$ cat src/rtl/debug_loader_pkg.sv
// ----------------------------------------------------------------------------
// debug_loader_pkg
// Purpose : shared constants for the UART debug loader: command byte codes,
//           the HALT instruction word and the controller state encodings.
// Ports   : none (package).
// ----------------------------------------------------------------------------
package debug_loader_pkg;

   // Command bytes received over the UART
   localparam logic [7:0] CMD_LOAD = 8'h4C;  // 'L'
   localparam logic [7:0] CMD_RUN  = 8'h43;  // 'C'
   localparam logic [7:0] CMD_STEP = 8'h53;  // 'S'
   localparam logic [7:0] CMD_NEXT = 8'h4E;  // 'N'

   // Writing this word ends a program load
   localparam logic [31:0] HALT_WORD = 32'h0000_003F;

   // Controller states
   localparam logic [3:0] ST_IDLE      = 4'd0;
   localparam logic [3:0] ST_LOAD      = 4'd1;
   localparam logic [3:0] ST_WRITE     = 4'd2;
   localparam logic [3:0] ST_RUN       = 4'd3;
   localparam logic [3:0] ST_STEP      = 4'd4;
   localparam logic [3:0] ST_STEP_EXEC = 4'd5;
   localparam logic [3:0] ST_DUMP_SET  = 4'd6;
   localparam logic [3:0] ST_DUMP_SEND = 4'd7;
   localparam logic [3:0] ST_DUMP_WAIT = 4'd8;

endpackage

$ cat src/rtl/debug_loader_if.sv
// ----------------------------------------------------------------------------
// debug_loader_if
// Purpose : bundles the UART RX/TX byte handshakes and the pipeline control /
//           debug-read signals seen by the debug loader.
// Signals : i_rx_data/i_rx_done      received byte + strobe
//           o_tx_data/o_tx_start     byte to send + start strobe
//           i_tx_done                transmitter finished previous byte
//           o_write/o_instruction    instruction-memory write pulse + word
//           o_enable                 pipeline clock-enable
//           o_debug_addr/i_data      debug read address / data (1-cycle latency)
//           i_pc, i_halt             pipeline PC and halted flag
// Modports: master = debug loader, slave = UART + pipeline side.
// ----------------------------------------------------------------------------
interface debug_loader_if #(
   parameter int INST_SZ = 32,
   parameter int REG_SZ  = 5
);
   logic [7:0]         i_rx_data;
   logic               i_rx_done;
   logic [7:0]         o_tx_data;
   logic               o_tx_start;
   logic               i_tx_done;
   logic               o_write;
   logic [INST_SZ-1:0] o_instruction;
   logic               o_enable;
   logic [REG_SZ-1:0]  o_debug_addr;
   logic [INST_SZ-1:0] i_pc;
   logic [INST_SZ-1:0] i_data;
   logic               i_halt;

   modport master (
      input  i_rx_data, i_rx_done, i_tx_done, i_pc, i_data, i_halt,
      output o_tx_data, o_tx_start, o_write, o_instruction, o_enable, o_debug_addr
   );

   modport slave (
      output i_rx_data, i_rx_done, i_tx_done, i_pc, i_data, i_halt,
      input  o_tx_data, o_tx_start, o_write, o_instruction, o_enable, o_debug_addr
   );
endinterface

$ cat src/rtl/debug_loader_word_tx_serializer.sv
// ----------------------------------------------------------------------------
// word_tx_serializer
// Purpose : sends one word MSB first as INST_SZ/8 bytes (or only its top byte
//           when one_byte_i is set) over the UART TX start/done handshake and
//           pulses done_o once the last byte has been acknowledged.
// Ports   : i_clk, i_reset   clock, synchronous active-high reset
//           word_i, start_i  word to send, 1-cycle start strobe (ignored while busy)
//           one_byte_i       send only word_i[INST_SZ-1 -: 8]
//           tx_data_o        byte presented to the transmitter
//           tx_start_o       1-cycle strobe per byte
//           tx_done_i        transmitter finished the outstanding byte
//           done_o           1-cycle strobe after the final byte completes
// ----------------------------------------------------------------------------
module word_tx_serializer #(
   parameter int INST_SZ = 32
) (
   input  logic               i_clk,
   input  logic               i_reset,
   input  logic [INST_SZ-1:0] word_i,
   input  logic               start_i,
   input  logic               one_byte_i,
   output logic [7:0]         tx_data_o,
   output logic               tx_start_o,
   input  logic               tx_done_i,
   output logic               done_o
);
   localparam int NBYTES = INST_SZ / 8;
   localparam int CNT_W  = $clog2(NBYTES + 1);

   logic [INST_SZ-1:0] sh_q, sh_d;
   logic [CNT_W-1:0]   left_q, left_d;
   logic               start_q, start_d;
   logic               out_q, out_d;     // a byte has been started and not yet acknowledged
   logic               busy_q, busy_d;
   logic               done_q, done_d;

   always_comb begin
      sh_d    = sh_q;
      left_d  = left_q;
      start_d = 1'b0;
      out_d   = out_q;
      busy_d  = busy_q;
      done_d  = 1'b0;
      if (!busy_q) begin
         if (start_i) begin
            sh_d    = word_i;
            left_d  = one_byte_i ? CNT_W'(1) : CNT_W'(NBYTES);
            start_d = 1'b1;
            busy_d  = 1'b1;
         end
      end else if (start_q) begin
         out_d = 1'b1;
      end else if (out_q && tx_done_i) begin
         // tx_done_i only counts while a byte is outstanding
         out_d = 1'b0;
         if (left_q == CNT_W'(1)) begin
            busy_d = 1'b0;
            done_d = 1'b1;
         end else begin
            left_d  = left_q - CNT_W'(1);
            sh_d    = sh_q << 8;
            start_d = 1'b1;
         end
      end
   end

   always_ff @(posedge i_clk) begin
      if (i_reset) begin
         sh_q    <= '0;
         left_q  <= '0;
         start_q <= 1'b0;
         out_q   <= 1'b0;
         busy_q  <= 1'b0;
         done_q  <= 1'b0;
      end else begin
         sh_q    <= sh_d;
         left_q  <= left_d;
         start_q <= start_d;
         out_q   <= out_d;
         busy_q  <= busy_d;
         done_q  <= done_d;
      end
   end

   assign tx_data_o  = sh_q[INST_SZ-1 -: 8];
   assign tx_start_o = start_q;
   assign done_o     = done_q;

endmodule

$ cat src/rtl/debug_loader.sv
// ----------------------------------------------------------------------------
// debug_loader
// Purpose : UART-side debug/control unit in front of the pipeline. Loads
//           program words, runs the core freely or one cycle per step, and
//           dumps PC plus NUM_DUMP debug words back over the UART.
// Ports   : i_clk, i_reset  clock, synchronous active-high reset
//           bus            debug_loader_if.master (UART + pipeline signals)
//           o_busy         1 in any state except IDLE
//           o_load_err     sticky: load hit MAX_WORDS without HALT; cleared by 'L'
// Config  : DEBUG_CHECKSUM_EN - append one byte holding the XOR of all frame
//           bytes to every dump frame.
// ----------------------------------------------------------------------------
module debug_loader
   import debug_loader_pkg::*;
#(
   parameter int INST_SZ   = 32,
   parameter int REG_SZ    = 5,
   parameter int NUM_DUMP  = 32,
   parameter int MAX_WORDS = 256
) (
   input  logic             i_clk,
   input  logic             i_reset,
   debug_loader_if.master   bus,
   output logic             o_busy,
   output logic             o_load_err
);
   localparam int WC_W = $clog2(MAX_WORDS + 1);

   logic [3:0]         state_q, state_d;
   logic [1:0]         byte_cnt_q, byte_cnt_d;   // bytes of the current word received
   logic [INST_SZ-1:0] word_q, word_d;
   logic [WC_W-1:0]    word_cnt_q, word_cnt_d;
   logic [REG_SZ-1:0]  addr_q, addr_d;
   logic               pc_phase_q, pc_phase_d;   // dump currently sending i_pc
   logic               step_mode_q, step_mode_d; // dump was triggered by a step
   logic               load_err_q, load_err_d;

   logic               ser_start;
   logic               ser_one;
   logic               ser_done;
   logic [INST_SZ-1:0] ser_word;

`ifdef DEBUG_CHECKSUM_EN
   logic [7:0]         csum_q, csum_d;
   logic               csum_phase_q, csum_phase_d;
`endif

   always_comb begin
      state_d     = state_q;
      byte_cnt_d  = byte_cnt_q;
      word_d      = word_q;
      word_cnt_d  = word_cnt_q;
      addr_d      = addr_q;
      pc_phase_d  = pc_phase_q;
      step_mode_d = step_mode_q;
      load_err_d  = load_err_q;
      ser_start   = 1'b0;
      ser_one     = 1'b0;
      ser_word    = pc_phase_q ? bus.i_pc : bus.i_data;
`ifdef DEBUG_CHECKSUM_EN
      csum_phase_d = csum_phase_q;
      csum_d       = bus.o_tx_start ? (csum_q ^ bus.o_tx_data) : csum_q;
      if (csum_phase_q) begin
         ser_word = {csum_q, {(INST_SZ-8){1'b0}}};
         ser_one  = 1'b1;
      end
`endif

      case (state_q)
         ST_IDLE: begin
            if (bus.i_rx_done) begin
               case (bus.i_rx_data)
                  CMD_LOAD: begin
                     state_d    = ST_LOAD;
                     byte_cnt_d = '0;
                     word_cnt_d = '0;
                     load_err_d = 1'b0;
                  end
                  CMD_RUN: begin
                     state_d     = ST_RUN;
                     step_mode_d = 1'b0;
                  end
                  CMD_STEP: state_d = ST_STEP;
                  default: ;
               endcase
            end
         end

         ST_LOAD: begin
            if (bus.i_rx_done) begin
               word_d     = {word_q[INST_SZ-9:0], bus.i_rx_data};
               byte_cnt_d = byte_cnt_q + 2'd1;
               if (byte_cnt_q == 2'd3) state_d = ST_WRITE;
            end
         end

         // o_write is high for this one cycle; a byte landing here starts the next word
         ST_WRITE: begin
            word_cnt_d = word_cnt_q + WC_W'(1);
            if (word_q == INST_SZ'(HALT_WORD)) begin
               state_d = ST_IDLE;
            end else if (word_cnt_q == WC_W'(MAX_WORDS - 1)) begin
               load_err_d = 1'b1;
               state_d    = ST_IDLE;
            end else begin
               state_d = ST_LOAD;
               if (bus.i_rx_done) begin
                  word_d     = {word_q[INST_SZ-9:0], bus.i_rx_data};
                  byte_cnt_d = 2'd1;
               end
            end
         end

         ST_RUN: begin
            if (bus.i_halt) begin
               state_d     = ST_DUMP_SEND;
               pc_phase_d  = 1'b1;
               addr_d      = '0;
               step_mode_d = 1'b0;
`ifdef DEBUG_CHECKSUM_EN
               csum_d       = '0;
               csum_phase_d = 1'b0;
`endif
            end
         end

         ST_STEP: begin
            if (bus.i_rx_done) begin
               if (bus.i_rx_data == CMD_NEXT) begin
                  state_d = ST_STEP_EXEC;
               end else if (bus.i_rx_data == CMD_RUN) begin
                  state_d     = ST_RUN;
                  step_mode_d = 1'b0;
               end
            end
         end

         ST_STEP_EXEC: begin
            state_d     = ST_DUMP_SEND;
            pc_phase_d  = 1'b1;
            addr_d      = '0;
            step_mode_d = 1'b1;
`ifdef DEBUG_CHECKSUM_EN
            csum_d       = '0;
            csum_phase_d = 1'b0;
`endif
         end

         // o_debug_addr changed on entry; i_data is valid from the next cycle
         ST_DUMP_SET: state_d = ST_DUMP_SEND;

         ST_DUMP_SEND: begin
            ser_start = 1'b1;
            state_d   = ST_DUMP_WAIT;
         end

         ST_DUMP_WAIT: begin
            if (ser_done) begin
               if (pc_phase_q) begin
                  pc_phase_d = 1'b0;
                  addr_d     = '0;
                  state_d    = ST_DUMP_SET;
`ifdef DEBUG_CHECKSUM_EN
               end else if (csum_phase_q) begin
                  csum_phase_d = 1'b0;
                  state_d      = (step_mode_q && !bus.i_halt) ? ST_STEP : ST_IDLE;
               end else if (addr_q == REG_SZ'(NUM_DUMP - 1)) begin
                  csum_phase_d = 1'b1;
                  state_d      = ST_DUMP_SEND;
`else
               end else if (addr_q == REG_SZ'(NUM_DUMP - 1)) begin
                  state_d = (step_mode_q && !bus.i_halt) ? ST_STEP : ST_IDLE;
`endif
               end else begin
                  addr_d  = addr_q + REG_SZ'(1);
                  state_d = ST_DUMP_SET;
               end
            end
         end

         default: state_d = ST_IDLE;
      endcase
   end

   always_ff @(posedge i_clk) begin
      if (i_reset) begin
         state_q     <= ST_IDLE;
         byte_cnt_q  <= '0;
         word_q      <= '0;
         word_cnt_q  <= '0;
         addr_q      <= '0;
         pc_phase_q  <= 1'b0;
         step_mode_q <= 1'b0;
         load_err_q  <= 1'b0;
      end else begin
         state_q     <= state_d;
         byte_cnt_q  <= byte_cnt_d;
         word_q      <= word_d;
         word_cnt_q  <= word_cnt_d;
         addr_q      <= addr_d;
         pc_phase_q  <= pc_phase_d;
         step_mode_q <= step_mode_d;
         load_err_q  <= load_err_d;
      end
   end

`ifdef DEBUG_CHECKSUM_EN
   always_ff @(posedge i_clk) begin
      if (i_reset) begin
         csum_q       <= '0;
         csum_phase_q <= 1'b0;
      end else begin
         csum_q       <= csum_d;
         csum_phase_q <= csum_phase_d;
      end
   end
`endif

   word_tx_serializer #(.INST_SZ(INST_SZ)) u_ser (
      .i_clk      (i_clk),
      .i_reset    (i_reset),
      .word_i     (ser_word),
      .start_i    (ser_start),
      .one_byte_i (ser_one),
      .tx_data_o  (bus.o_tx_data),
      .tx_start_o (bus.o_tx_start),
      .tx_done_i  (bus.i_tx_done),
      .done_o     (ser_done)
   );

   // Enable drops combinationally in the cycle i_halt is seen
   assign bus.o_enable      = ((state_q == ST_RUN) && !bus.i_halt) || (state_q == ST_STEP_EXEC);
   assign bus.o_write       = (state_q == ST_WRITE);
   assign bus.o_instruction = word_q;
   assign bus.o_debug_addr  = addr_q;
   assign o_busy            = (state_q != ST_IDLE);
   assign o_load_err        = load_err_q;

endmodule
$ cat src/flat_wrapper.sv
// flat-port wrapper written by rule: the top's interface ports become plain ports
module debug_loader_flat import debug_loader_pkg::*;
#(
   parameter int INST_SZ   = 32,
   parameter int REG_SZ    = 5,
   parameter int NUM_DUMP  = 32,
   parameter int MAX_WORDS = 256
)
  (i_clk, i_reset, o_busy, o_load_err, bus_i_rx_data, bus_i_rx_done, bus_i_tx_done, bus_i_pc, bus_i_data, bus_i_halt, bus_o_tx_data, bus_o_tx_start, bus_o_write, bus_o_instruction, bus_o_enable, bus_o_debug_addr);
  debug_loader_if #(.INST_SZ(INST_SZ), .REG_SZ(REG_SZ)) bus_i ();
  input  logic i_clk;
  input  logic i_reset;
  output logic o_busy;
  output logic o_load_err;
  input wire logic [$bits(bus_i.i_rx_data)-1:0] bus_i_rx_data;
  input wire logic [$bits(bus_i.i_rx_done)-1:0] bus_i_rx_done;
  input wire logic [$bits(bus_i.i_tx_done)-1:0] bus_i_tx_done;
  input wire logic [$bits(bus_i.i_pc)-1:0] bus_i_pc;
  input wire logic [$bits(bus_i.i_data)-1:0] bus_i_data;
  input wire logic [$bits(bus_i.i_halt)-1:0] bus_i_halt;
  output wire logic [$bits(bus_i.o_tx_data)-1:0] bus_o_tx_data;
  output wire logic [$bits(bus_i.o_tx_start)-1:0] bus_o_tx_start;
  output wire logic [$bits(bus_i.o_write)-1:0] bus_o_write;
  output wire logic [$bits(bus_i.o_instruction)-1:0] bus_o_instruction;
  output wire logic [$bits(bus_i.o_enable)-1:0] bus_o_enable;
  output wire logic [$bits(bus_i.o_debug_addr)-1:0] bus_o_debug_addr;
  assign bus_i.i_rx_data = bus_i_rx_data;
  assign bus_i.i_rx_done = bus_i_rx_done;
  assign bus_i.i_tx_done = bus_i_tx_done;
  assign bus_i.i_pc = bus_i_pc;
  assign bus_i.i_data = bus_i_data;
  assign bus_i.i_halt = bus_i_halt;
  assign bus_o_tx_data = bus_i.o_tx_data;
  assign bus_o_tx_start = bus_i.o_tx_start;
  assign bus_o_write = bus_i.o_write;
  assign bus_o_instruction = bus_i.o_instruction;
  assign bus_o_enable = bus_i.o_enable;
  assign bus_o_debug_addr = bus_i.o_debug_addr;
  debug_loader #(.INST_SZ(INST_SZ), .REG_SZ(REG_SZ), .NUM_DUMP(NUM_DUMP), .MAX_WORDS(MAX_WORDS)) u_core (.i_clk(i_clk), .i_reset(i_reset), .bus(bus_i), .o_busy(o_busy), .o_load_err(o_load_err));
endmodule
$ cat config.mk
export PLATFORM = sky130hd
export DESIGN_NAME = debug_loader_flat
export DESIGN_NICKNAME = d
export VERILOG_FILES = /design/src/rtl/debug_loader_pkg.sv /design/src/rtl/debug_loader_if.sv /design/src/rtl/debug_loader_word_tx_serializer.sv /design/src/rtl/debug_loader.sv /design/src/flat_wrapper.sv
export SDC_FILE = /design/constraint.sdc
export NUM_CORES = 1
export LEC_CHECK = 0
export CAP_MARGIN = 5
export CORE_UTILIZATION = 49
export DETAILED_ROUTE_END_ITERATION = 10
export PLACE_DENSITY = 0.8
export SKIP_CTS_REPAIR_TIMING = 1
export SLEW_MARGIN = 5
export SYNTH_ARGS = -nofsm -noshare
export SYNTH_HDL_FRONTEND = slang
export SYNTH_SLANG_ARGS = --single-unit
$ cat constraint.sdc
create_clock -name i_clk -period 2.2 [get_ports i_clk]
set_input_delay 0.22 -clock i_clk [delete_from_list [all_inputs] [get_ports i_clk]]
set_output_delay 0.22 -clock i_clk [all_outputs]
set_load 0.01 [all_outputs]
Word level (Yosys, flattened, before mapping)
Cells that the tools add are included.

storage, ports and cells
  register bits = 94
  input bits = 77
  output and inout bits = 50
  logic and storage cells = 152

cells by class
  $add $sub $neg = 4
  eq/ne operators = 35
  mux-type cells = 71
  bitwise gates (word level) = 2
  reduce and logical (&&, ||, !) cells = 26

operator list
  operator                                         count
  two-way mux 32 bit                               9
  case mux 32 bit (2 select lines)                 1
  two-way mux 4 bit                                11
  == test 32 x 6 -> 1 bit (second input constant)  1
  == test 8 x 7 -> 1 bit (second input constant)   4
  case mux 4 bit (8 select lines)                  1
  two-way mux 1 bit                                24
  != test 2 bit (second input constant)            12
  two-way mux 5 bit                                4
  two-way mux 3 bit                                6
  two-way mux 9 bit                                2
  case mux 9 bit (2 select lines)                  1
  == test 4 x 3 -> 1 bit (second input constant)   4
  case mux 5 bit (3 select lines)                  1
  two-way mux 2 bit                                6
  case mux 4 bit (3 select lines)                  1
  AND reduction 5 bit                              2
  adder 9 x 1 -> 9 bit (second input constant)     1
  == test 9 x 8 -> 1 bit (second input constant)   1
  AND reduction 3 bit                              3
  == test 4 x 2 -> 1 bit (second input constant)   2
  AND reduction 4 bit                              2
  AND reduction 8 bit                              1
  nonzero test 2 bit                               4
  other kinds (27)                                 34

Longest topological paths before layout
  word-level depth = 7
  mapped depth = 9
  depth with buffers taken out = 9

Hierarchy
From an unflattened synthesis, not the netlist that was laid out.

unflattened totals
  cell total of the unflattened synthesis = 537
  area, all modules = 4913.5 um2

by module, submodules not included
  module              times used  cells each  area each (um2)  seq. area each (um2)
  debug_loader        1           348         3158.0           1101.1
  word_tx_serializer  1           189         1755.4           780.7

Worst setup path after synthesis
Ideal clock, no wire load.

  kind = register to register
  start = register u_core.word_q[8], in the netlist u_core.bus.o_instruction[8]
  end = register u_core.word_q[17], in the netlist u_core.bus.o_instruction[17]
  setup time = 0.119 ns
  arrival time = 1.863 ns
  required time = 2.081 ns
  path slack = 0.218 ns
  stages on the path, launching flop included = 8
  path buffers = 2
  period minus slack after synthesis = 1.982 ns
  cells stage by stage = dfxtp_1 -> or4_4 -> nor4_4 -> a21oi_1 -> o211a_1 -> buf_6 -> buf_12 -> mux2i_1

between the ends
  longest elaborated chain between the ends = 3

RTL lines
  item                                  line                 text
  from (decl)                           debug_loader.sv:31   logic [INST_SZ-1:0] word_q, word_d;
  from (signal assigned)                debug_loader.sv:198  word_q <= word_d;
  == test 32 x 6 -> 1 bit               debug_loader.sv:100  if (word_q == INST_SZ'(HALT_WORD)) begin
  != test 2 bit (no source line)        n/a
  AND reduction 3 bit (no source line)  n/a

No other way between the ends.
A chain may end at the register's enable or synchronous reset.

Worst setup path after layout
  start = register u_core.word_q[8], in the netlist u_core.bus.o_instruction[8]
  end = register u_core.word_q[13], in the netlist u_core.bus.o_instruction[13]

Same word-level chain as after synthesis.

==> impl_metrics.tcl <==
set metrics [dict create \
    status "finished clean" \
    grt_overflow 0 \
    clkTransAtPathRegs_ns 0.10 \
    synth_edf_count 0 \
    synth_area_leaders "dfxtp_1 39%, mux2i_1 12%, nand2_1 6.8%, nand2b_1 5.5%, a21oi_1 4.9%" \
    final-hold-violation-count 0 \
    worst_pin_slew_ns 0.680 \
    grt_max_degree 53 \
    drc 0 \
    vdd_drop_max_v 0.000487 \
    powerDensity_nw_per_um2 734 \
    multi_input_area_um2 2750 \
    max-slew-margin-rel_pct 54.6 \
    finalClockSkew_ns 0.0150 \
    synth_ff_type "dfxtp_1" \
    place_worst_setup_slack_ns -0.0582 \
    synthCells 571 \
    start_util_pct 50.2 \
    first_global_vias 4257 \
    clockBufferDepth 2 \
    place_congestion 0.824 \
    drt_iter0_markers 179 \
    hold_class "reg -> reg" \
    seq_area_um2 1890 \
    antenna_found_initial 0 \
    vias 4439 \
    crit_type "reg -> reg" \
    totalNegativeSetupSlack_ns 0 \
    synth_common_cells "94 x dfxtp_1, 89 x nand2_1, 57 x mux2i_1" \
    fin_ws_ns 0.150 \
    arrival_ns 2.29 \
    yosys_warnings 0 \
    reg2reg_slack_ns 0.15 \
    die_area_um2 10400 \
    ys_seq_area_share_pct 38.5 \
    final_util_pct 67.4 \
    drv_cap 0 \
    min_period_over_period_pct 93.2 \
    fin_nets 770 \
    final-setup-viol-count 0 \
    p_leak_uw 0.00225 \
    ys_types 60 \
    cts_root_buf "clkbuf_8" \
    synthArstFlopShare_pct 0 \
    synth_nets 655 \
    grt_setup_unrepaired "false" \
    yosysMostFrequentCell "dfxtp_1" \
    place_hpwl_um 8980 \
    cp.required_ns 2.44 \
    clock-sinks 94 \
    wire_per_inst_um 14.7 \
    clock.fmax_mhz 488 \
    postSynthRegisterBits 94 \
    drt_wl_total_um 12100 \
    syn2layout_area_growth_pct 34.2 \
    fin_crit_ns 2.05 \
    die_y_um 102 \
    yosysTopAreaCellShare_pct 38.5 \
    netlist_area_um2 4890 \
    grt_pass1_wl_um 19500 \
    grtUsageTotal_pct 23.8 \
    io_pins 127 \
    core_area_um2 9730 \
    antenna_left 0 \
    cts_made_buffers 9 \
    first_pass_iters 5 \
    diodes 0 \
    drive_gt1_share_pct 9.55 \
    crit_path_max_fanout 32 \
    synth_top_cell_by_area "dfxtp_1" \
    cts_max_level 3 \
    slew_violations 0 \
    start_kind "flip-flop" \
    dieWidth_um 102 \
    avgSynthCellArea_um2 8.56 \
    fp-row-count 36 \
    fillerInstances 798 \
    viasPerCell 5.39 \
    clock_latency_ns 0.36 \
    cts_tree "yes" \
    numPortBuffers 126 \
    end_kind "flip-flop" \
]
## registers in the layout, summed over array words and instances, names as in the netlist
name,flops
u_core.bus.o_debug_addr,5
u_core.bus.o_instruction,32
u_core.byte_cnt_q,2
u_core.o_load_err,1
u_core.pc_phase_q,1
u_core.state_q,4
u_core.step_mode_q,1
u_core.u_ser.busy_q,1
u_core.u_ser.done_o,1
u_core.u_ser.left_q,3
u_core.u_ser.out_q,1
u_core.u_ser.sh_q,32
u_core.u_ser.tx_start_o,1
u_core.word_cnt_q,9
## area by class of cell
type,instances,area share (%)
multi-input cells,425,41.8
flip-flops and latches,94,28.8
repair buffers,148,22.5
well taps,133,2.54
clock buffers,10,2.10
clock inverters,6,1.75
inverters,8,0.458
## layout by cell type (no fill, tap or decap), drive strengths merged, types with 6 or more instances in the layout
cell / Yosys / final
clkdlybuf4s50: 0 / 122
dfxtp: 94 / 94
nand2: 89 / 89
mux2i: 57 / 57
a21oi: 48 / 48
nand2b: 43 / 43
nor2: 36 / 36
o21ai: 30 / 30
buf: 18 / 23
nand3: 11 / 11
a22oi: 10 / 10
clkbuf: 26 / 10
inv: 8 / 10
mux2: 8 / 8
nor4: 8 / 8
xnor2: 7 / 7
nor2b: 7 / 7
ha: 7 / 7
nor3: 6 / 6
## per-stage QoR
step | cell area (um^2) | power, uW | cells | hold slack, ns
final | 6560 | 4820 | 824 | 0.459
after detailed placement | 6270 | 3390 | 808 | 0.445
after global routing | 6560 | 5050 | 824 | 0.472
after global placement | 6270 | 3350 | 808 | 0.439
after floorplan | 4890 | 2900 | 571 | 0.376
after CTS | 6530 | 4810 | 824 | 0.457
## worst max-delay path, stage by stage, from the launching register on
cell and delay (ns):
dfxtp_1 0.34, or4_4 0.56, nor4_4 0.33, a21oi_1 0.11
o211a_1 0.24, buf_12 0.20, mux2i_1 0.14
## path summary, 6_finish.rpt
check | from | end | cells past startpoint
max reg2reg | u_core.bus.o_instruction[8] | u_core.bus.o_instruction[13] | 6
min | u_core.u_ser.sh_q[13] | u_core.u_ser.sh_q[13] | 2
min reg2reg | u_core.u_ser.sh_q[13] | u_core.u_ser.sh_q[13] | 2
max | u_core.bus.o_instruction[8] | u_core.bus.o_instruction[13] | 6
## metal layers
layer	wire length, um	part of all wire [%]	GRT usage, %
met5	0	0	0
met4	170	1.4	9.01
met3	623	5.2	3.76
met2	6000	50	42.7
met1	5290	44	28.7
## kinds of logic (layout without fill, tap and decap cells)
family | after synthesis | count (layout) | synth area share [%]
flip-flops | 94 | 94 | 38.5
buffers and inverters | 52 | 172 | 5.91
AO/OA/AOI/OAI | 111 | 111 | 13.6
XOR/XNOR | 10 | 10 | 1.79
multiplexers | 65 | 65 | 13.5
adder cells (fa/ha/maj) | 7 | 7 | 1.79
AND/OR/NAND/NOR | 232 | 232 | 24.9
## power breakdown
group | leakage (uW) | total [uW] | internal, uW | switching, uW
Clock | 0.000124 | 1430 | 795 | 635
Combinational | 0.00137 | 1490 | 752 | 734
Sequential | 0.000760 | 1900 | 1790 | 110
Note: power is estimated with default switching activity, not from simulation.
